===== config.mk =====
export PLATFORM = sky130hd
export DESIGN_NAME = alu_lockstep_sched
export DESIGN_NICKNAME = d
export VERILOG_FILES = /design/src/rtl/alu_lockstep_sched.sv
export SDC_FILE = /design/constraint.sdc
export NUM_CORES = 1
export LEC_CHECK = 0
export ABC_CLOCK_PERIOD_IN_PS = 5300
export CORE_UTILIZATION = 48
export CTS_BUF_LIST = sky130_fd_sc_hd__clkbuf_8
export DETAILED_ROUTE_END_ITERATION = 12
export GPL_ROUTABILITY_DRIVEN = 1
export GPL_TIMING_DRIVEN = 0
export HOLD_SLACK_MARGIN = 0.08
export PLACE_DENSITY = 0.88
export SLEW_MARGIN = 0
export SYNTH_ARGS = -nofsm -noshare
export SYNTH_HDL_FRONTEND = slang
export SYNTH_SLANG_ARGS = --single-unit

===== constraint.sdc =====
create_clock -name wb_clk_i -period 5.3 [get_ports wb_clk_i]
set_clock_uncertainty 0.1 [all_clocks]
set_input_delay 1.325 -clock wb_clk_i [delete_from_list [all_inputs] [get_ports wb_clk_i]]
set_output_delay 1.325 -clock wb_clk_i [all_outputs]
set_load 0.03 [all_outputs]

===== src/rtl/alu_lockstep_sched.sv =====
// Round-robin scheduler and lockstep checker for the dual 4-bit ALU pair.
// Each accepted operation drives both lanes, then compares the results and returns a response.
module alu_lockstep_sched #(
    parameter int unsigned ALU_LAT = 1,
    parameter int unsigned ERR_W   = 8
) (
    input  logic             wb_clk_i,
    input  logic             wb_rst_i,
    input  logic             req0_valid_i,
    output logic             req0_ready_o,
    input  logic [3:0]       req0_a_i,
    input  logic [3:0]       req0_b_i,
    input  logic [1:0]       req0_sel_i,
    input  logic             req1_valid_i,
    output logic             req1_ready_o,
    input  logic [3:0]       req1_a_i,
    input  logic [3:0]       req1_b_i,
    input  logic [1:0]       req1_sel_i,
    input  logic             inj_i,
    output logic [3:0]       alu_a0_o,
    output logic [3:0]       alu_b0_o,
    output logic [3:0]       alu_a1_o,
    output logic [3:0]       alu_b1_o,
    output logic [1:0]       alu_sel1_o,
    output logic [1:0]       alu_sel2_o,
    input  logic [3:0]       alu_out1_i,
    input  logic [3:0]       alu_out2_i,
    input  logic             alu_c1_i,
    input  logic             alu_c2_i,
    output logic             rsp_valid_o,
    input  logic             rsp_ready_i,
    output logic             rsp_id_o,
    output logic [4:0]       rsp_data_o,
    output logic             rsp_mis_o,
    input  logic             clr_err_i,
    output logic [ERR_W-1:0] err_cnt_o,
    output logic             err_o,
    output logic             busy_o
);

    typedef enum logic [1:0] {StIdle, StWait, StCheck, StResp} state_e;

    state_e           state_q, state_d;
    logic [3:0]       cnt_q, cnt_d;
    logic             rr_last_q, rr_last_d;
    logic [3:0]       a0_q, a1_q, b_q;
    logic [1:0]       sel_q;
    logic             id_q;
    logic             rsp_id_q, rsp_mis_q;
    logic [4:0]       rsp_data_q;
    logic [ERR_W-1:0] err_cnt_q, err_cnt_d;
    logic             err_q, err_d;
    logic             grant0, grant1, accept, mis;

    // rr_last_q holds the id served last; with both valid the other one wins.
    always_comb begin
        grant0 = 1'b0;
        grant1 = 1'b0;
        if (req0_valid_i && req1_valid_i) begin
            grant0 = rr_last_q;
            grant1 = ~rr_last_q;
        end else begin
            grant0 = req0_valid_i;
            grant1 = req1_valid_i;
        end
    end

    assign req0_ready_o = ~wb_rst_i & (state_q == StIdle) & grant0;
    assign req1_ready_o = ~wb_rst_i & (state_q == StIdle) & grant1;
    assign accept       = req0_ready_o | req1_ready_o;
    assign mis          = (alu_out1_i != alu_out2_i) | (alu_c1_i != alu_c2_i);

    always_comb begin
        state_d   = state_q;
        cnt_d     = cnt_q;
        rr_last_d = rr_last_q;
        unique case (state_q)
            StIdle: begin
                if (accept) begin
                    state_d = StWait;
                    cnt_d   = 4'(ALU_LAT);
                end
            end
            StWait: begin
                if (cnt_q == 4'd1) begin
                    state_d = StCheck;
                end else begin
                    cnt_d = cnt_q - 4'd1;
                end
            end
            StCheck: state_d = StResp;
            StResp: begin
                if (rsp_ready_i) begin
                    state_d   = StIdle;
                    rr_last_d = rsp_id_q;
                end
            end
            default: state_d = StIdle;
        endcase
    end

    // Clear takes effect first, so a mismatch in the same cycle still counts.
    always_comb begin
        err_cnt_d = clr_err_i ? '0 : err_cnt_q;
        err_d     = clr_err_i ? 1'b0 : err_q;
        if ((state_q == StCheck) && mis) begin
            err_d = 1'b1;
            if (err_cnt_d != '1) begin
                err_cnt_d = err_cnt_d + {{(ERR_W-1){1'b0}}, 1'b1};
            end
        end
    end

    always_ff @(posedge wb_clk_i or posedge wb_rst_i) begin
        if (wb_rst_i) begin
            state_q   <= StIdle;
            cnt_q     <= 4'd0;
            rr_last_q <= 1'b1;
            err_cnt_q <= '0;
            err_q     <= 1'b0;
        end else begin
            state_q   <= state_d;
            cnt_q     <= cnt_d;
            rr_last_q <= rr_last_d;
            err_cnt_q <= err_cnt_d;
            err_q     <= err_d;
        end
    end

    always_ff @(posedge wb_clk_i or posedge wb_rst_i) begin
        if (wb_rst_i) begin
            a0_q       <= 4'd0;
            a1_q       <= 4'd0;
            b_q        <= 4'd0;
            sel_q      <= 2'd0;
            id_q       <= 1'b0;
            rsp_id_q   <= 1'b0;
            rsp_data_q <= 5'd0;
            rsp_mis_q  <= 1'b0;
        end else begin
            if (accept) begin
                a0_q  <= req1_ready_o ? req1_a_i : req0_a_i;
                a1_q  <= (req1_ready_o ? req1_a_i : req0_a_i) ^ {3'b000, inj_i};
                b_q   <= req1_ready_o ? req1_b_i : req0_b_i;
                sel_q <= req1_ready_o ? req1_sel_i : req0_sel_i;
                id_q  <= req1_ready_o;
            end
            if (state_q == StCheck) begin
                rsp_id_q   <= id_q;
                rsp_data_q <= {alu_c1_i, alu_out1_i};
                rsp_mis_q  <= mis;
            end
        end
    end

    assign alu_a0_o    = a0_q;
    assign alu_a1_o    = a1_q;
    assign alu_b0_o    = b_q;
    assign alu_b1_o    = b_q;
    assign alu_sel1_o  = sel_q;
    assign alu_sel2_o  = sel_q;
    assign rsp_valid_o = (state_q == StResp);
    assign rsp_id_o    = rsp_id_q;
    assign rsp_data_o  = rsp_data_q;
    assign rsp_mis_o   = rsp_mis_q;
    assign err_cnt_o   = err_cnt_q;
    assign err_o       = err_q;
    assign busy_o      = (state_q != StIdle);

endmodule


==> flow_summary.html, run 1 <==
<table>
<tr><th>Metric</th><th>Value</th></tr>
<tr><th colspan="2">Yosys</th></tr>
<tr><td>Post-synthesis compound-gate area fraction</td><td>0.188</td></tr>
<tr><td>Multiplexer fraction of the synthesized cell area</td><td>0.0752</td></tr>
<tr><td>Synth cell types</td><td>45</td></tr>
<tr><td>Number of synthesis warnings</td><td>0</td></tr>
<tr><td>Synthesized netlist cell count</td><td>171</td></tr>
<tr><td>Sequential cell area fraction in the yosys report</td><td>0.467</td></tr>
<tr><td>Share of async-settable or async-resettable flops after synthesis</td><td>1.00</td></tr>
<tr><td>Cell taking the most area after synthesis</td><td>dfrtp_1</td></tr>
<tr><td>Ranking of synthesized cells by instance count</td><td>dfrtp_1 (34), inv_1 (21), nand2_1 (12), buf_4 (10)</td></tr>
<tr><td>Share of the synthesized area in the top cell type</td><td>0.453</td></tr>
<tr><td>Largest cells by area after synthesis</td><td>dfrtp_1 (45%), mux2_2 (5.4%), a222oi_1 (4.8%)</td></tr>
<tr><td>Mapped Area</td><td>1880 sq um</td></tr>
<tr><td>Mean instance size in the synthesized netlist</td><td>11.0 sq um</td></tr>
<tr><td>Flop and latch count out of synthesis</td><td>35</td></tr>
<tr><td>Post-synthesis xor/xnor area fraction</td><td>0.0280</td></tr>
<tr><td>Synthesized netlist net count</td><td>214</td></tr>
<tr><td>EDFF count, synth</td><td>0</td></tr>
<tr><td>Most frequent cell after synthesis</td><td>dfrtp_1</td></tr>
<tr><td>Flip-flop cell with the highest count after synthesis</td><td>dfrtp_1</td></tr>
<tr><td>Area share of fa/ha/maj cells after synthesis</td><td>0.0399</td></tr>
<tr><td>Synthesized-area fraction occupied by and/or/nand/nor cells</td><td>0.0945</td></tr>
<tr><td>Combinational family with the most area after synthesis</td><td>compound AO/OA/AOI/OAI gates</td></tr>
<tr><th colspan="2">Floorplan</th></tr>
<tr><td>Placement Rows</td><td>22</td></tr>
<tr><td>Starting density of the core</td><td>0.506</td></tr>
<tr><td>Width of the die</td><td>64.6 microns</td></tr>
<tr><td>Core Footprint</td><td>3720 sq um</td></tr>
<tr><td>Die Area</td><td>4170 sq um</td></tr>
<tr><td>Boundary Pins</td><td>77</td></tr>
<tr><td>Floorplan die height</td><td>64.6 microns</td></tr>
<tr><th colspan="2">Clock tree</th></tr>
<tr><td>CTS Hold Buffers Added</td><td>0</td></tr>
<tr><td>Clock latency on the worst-skew pair</td><td>0.29 ns</td></tr>
<tr><td>Clock Tree Root</td><td>clkbuf_8</td></tr>
<tr><td>Worst-case clock buffer depth</td><td>2</td></tr>
<tr><td>Number of clock sinks seen by CTS</td><td>35</td></tr>
<tr><td>Clock tree from TritonCTS</td><td>built</td></tr>
<tr><td>Clock transition at the registers of the reported paths</td><td>0.08 ns</td></tr>
<tr><td>Setup Fix Bufs, Post-CTS</td><td>0</td></tr>
<tr><td>H-tree depth</td><td>2</td></tr>
<tr><td>Number of buffers created by CTS</td><td>5</td></tr>
<tr><td>Post-cts gate resize count</td><td>0</td></tr>
<tr><th colspan="2">Critical path</th></tr>
<tr><td>Maximum fanout along the worst path</td><td>10</td></tr>
<tr><td>Critical R2R Capture</td><td>alu_a1_o[0]</td></tr>
<tr><td>Worst reg-to-reg path cell count</td><td>7</td></tr>
<tr><td>Startpoint class of the critical path</td><td>input pin</td></tr>
<tr><td>Startpoint of the lowest-slack register-to-register path</td><td>state_q[0]</td></tr>
<tr><td>Critical path data required time</td><td>3.88 ns</td></tr>
<tr><td>Setup crit start</td><td>wb_rst_i</td></tr>
<tr><td>Critical path capture point type</td><td>primary output</td></tr>
<tr><td>Data arrival time at the worst-slack endpoint</td><td>3.21 ns</td></tr>
<tr><td>Reg-to-reg slack, setup</td><td>3.33 ns</td></tr>
<tr><td>Critical setup path kind</td><td>input pin to primary output</td></tr>
<tr><th colspan="2">Timing</th></tr>
<tr><td>Number of max-slew violations in the final report</td><td>0</td></tr>
<tr><td>Part of the cycle the worst path needs</td><td>0.874</td></tr>
<tr><td>Final Hold Vio Count</td><td>0</td></tr>
<tr><td>Worst-case headroom to the max-slew limit</td><td>0.531</td></tr>
<tr><td>Tightest Pin Transition</td><td>0.702 ns</td></tr>
<tr><td>Fmax</td><td>0.216 GHz</td></tr>
<tr><td>Aggregate negative setup slack</td><td>0 ns</td></tr>
<tr><td>Unrepaired setup endpoints after global routing</td><td>no</td></tr>
<tr><td>Worst hold margin</td><td>0.379 ns</td></tr>
<tr><td>Tmin final</td><td>4.63 ns</td></tr>
<tr><td>Total of endpoints with negative setup slack in the final report</td><td>0</td></tr>
<tr><th colspan="2">Detailed routing</th></tr>
<tr><td>Sum of routed wire segments on met1</td><td>1830 microns</td></tr>
<tr><td>Initial DRC Count</td><td>151</td></tr>
<tr><td>Uppermost layer routed</td><td>met4</td></tr>
<tr><td>Antenna viol nets, final</td><td>0</td></tr>
<tr><td>Via count</td><td>1628</td></tr>
<tr><td>Remaining routing DRC violations</td><td>0</td></tr>
<tr><td>Drt first pass iters</td><td>4</td></tr>
<tr><td>Final routed wire length divided by cell count</td><td>14.8 microns</td></tr>
<tr><td>DR WL met3</td><td>288 microns</td></tr>
<tr><td>Routed Wire Length</td><td>4460 microns</td></tr>
<tr><td>Sum of met2 wire segment lengths after detailed routing</td><td>2230 microns</td></tr>
<tr><td>Routed vias/inst</td><td>5.39</td></tr>
<tr><th colspan="2">Global routing</th></tr>
<tr><td>Vias in the first global route</td><td>1639</td></tr>
<tr><td>GRT Residual Overflow</td><td>0</td></tr>
<tr><td>Number of antenna violations at the first check in global routing</td><td>0</td></tr>
<tr><td>Combined global-route utilization of all metal layers</td><td>0.236</td></tr>
<tr><td>Wire length of the first global-routing pass</td><td>7470 microns</td></tr>
<tr><td>Maximum number of pins on one net before global-route repair</td><td>36</td></tr>
<tr><th colspan="2">Power and ir drop</th></tr>
<tr><td>Lkg Pwr</td><td>1.25 nW</td></tr>
<tr><td>Max VDD drop</td><td>0.326 mV</td></tr>
<tr><td>PwrDens</td><td>566 nW/um^2</td></tr>
<tr><td>Total power</td><td>1.57 mW</td></tr>
<tr><th colspan="2">Job</th></tr>
<tr><td>Max-capacitance violation count</td><td>0</td></tr>
<tr><th colspan="2">Final layout</th></tr>
<tr><td>Synthesis-to-layout area growth</td><td>47.7%</td></tr>
<tr><td>Number of antenna cells inserted</td><td>0</td></tr>
<tr><td>Share of cells above drive strength 1</td><td>0.169</td></tr>
<tr><td>Post-layout net count</td><td>296</td></tr>
<tr><td>Layout fillers</td><td>271</td></tr>
<tr><th colspan="2">Placed design</th></tr>
<tr><td>Routability Congestion</td><td>0.764</td></tr>
<tr><td>DPL Wire Length</td><td>3350 microns</td></tr>
<tr><td>Buffers on Ports</td><td>75</td></tr>
<tr><th colspan="2">Hold path</th></tr>
<tr><td>Worst Hold Class</td><td>flip-flop to flip-flop</td></tr>
<tr><td>Worst min-delay path endpoint</td><td>err_o</td></tr>
<tr><td>Hold Path Origin</td><td>err_o</td></tr>
<tr><td>Hold Path Depth</td><td>1</td></tr>
<tr><th colspan="2">Run status</th></tr>
<tr><td>Status</td><td>finished, final reports clean</td></tr>
</table>
-- worst max-delay path: stages --
cell and delay (ns):
clkdlybuf4s50_1 0.46, and2b_4 0.30, and3_1 0.17, buf_2 0.23
clkdlybuf4s50_1 0.70
-- cells in the final DEF, fill, tap and decap left out, types with 2 or more instances in the layout --
cell type	instances
a222oi_1	9
xnor2_1	2
a21o_1	2
clkdlybuf4s50_1	75
a31oi_1	3
and2_1	2
buf_6	3
o21ai_1	2
and3_1	2
nand2_1	12
buf_4	10
ha_1	6
o21ai_0	5
clkbuf_8	5
mux2i_1	4
a21oi_1	7
inv_1	21
a31o_1	2
buf_2	2
dfrtp_1	34
mux2_2	9
xor2_1	4
and3_4	2
a41o_1	2
nor2_1	4
-- area by class of cell --
class	count	area, sq um	area share
Sequential cell	35	877	0.316
Multi-Input combinational cell	99	801	0.289
Timing Repair Buffer	75	751	0.271
Buffer	16	123	0.0442
Inverter	21	78.8	0.0284
Clock buffer	5	68.8	0.0248
Tap cell	48	60.1	0.0216
Clock inverter	3	16.3	0.00586
-- kinds of logic (layout without fill, tap and decap cells) --
logic type	count (synthesis)	count (layout)
buf+inv	37	120
mux	13	13
fa+ha+maj	6	6
flops	35	35
xor+xnor	6	6
compound gates	43	43
simple gates	31	31
-- layer usage --
layer  global-route usage  up-vias
li1                     -      769
met1                0.273      784
met2                0.414       66
met3               0.0493        9
met4                0.108        0
met5                    0        -
-- worst max path at each step --
stage / end / slack (ns) / cells after the start
2_1_floorplan: req0_ready_o / 1.89 / 3
3_3_place_gp: req0_ready_o / 0.69 / 5
3_5_place_dp: req0_ready_o / 0.70 / 5
4_1_cts: req0_ready_o / 0.69 / 5
5_1_grt: req0_ready_o / 0.61 / 5
6_report: req0_ready_o / 0.67 / 5
-- registers in the layout, summed over array words and instances (netlist names) --
name and cells:
rsp_mis_o 1, alu_b0_o 4, cnt_q 4, id_q 1, rsp_id_o 1, rr_last_q 1, alu_a0_o 4, err_cnt_o 8
rsp_data_o 5, alu_sel1_o 2, alu_a1_o 1, err_o 1, state_q 2
-- through the flow --
stage,cell area [sq um],util,worst slack (ns),instances
2_1_floorplan,1880,-,1.89,171
3_3_place_gp,2690,0.724,0.693,294
3_5_place_dp,2690,0.724,0.701,294
4_1_cts,2780,0.747,0.689,302
5_1_grt,2780,0.747,0.608,302
6_report,2780,0.747,0.670,302
-- power breakdown --
part	switching (mW)	internal, mW	leakage, nW
Clock	0.0958	0.0899	0.0453
Combinational	0.492	0.434	0.766
Sequential	0.0833	0.376	0.438
Total	0.671	0.900	1.25
No activity file was read; power rests on OpenSTA's default activity.
==> run 2, diff against run 1 <==
--- a/config.mk
+++ b/config.mk
@@ -13,6 +13,7 @@
 export GPL_TIMING_DRIVEN = 0
 export HOLD_SLACK_MARGIN = 0.08
 export PLACE_DENSITY = 0.88
+export SETUP_SLACK_MARGIN = 0.3
 export SLEW_MARGIN = 0
 export SYNTH_ARGS = -nofsm -noshare
 export SYNTH_HDL_FRONTEND = slang
==> results of run 2 <==
Same layout as run 1: the final DEF is identical, and so are final timing and power.
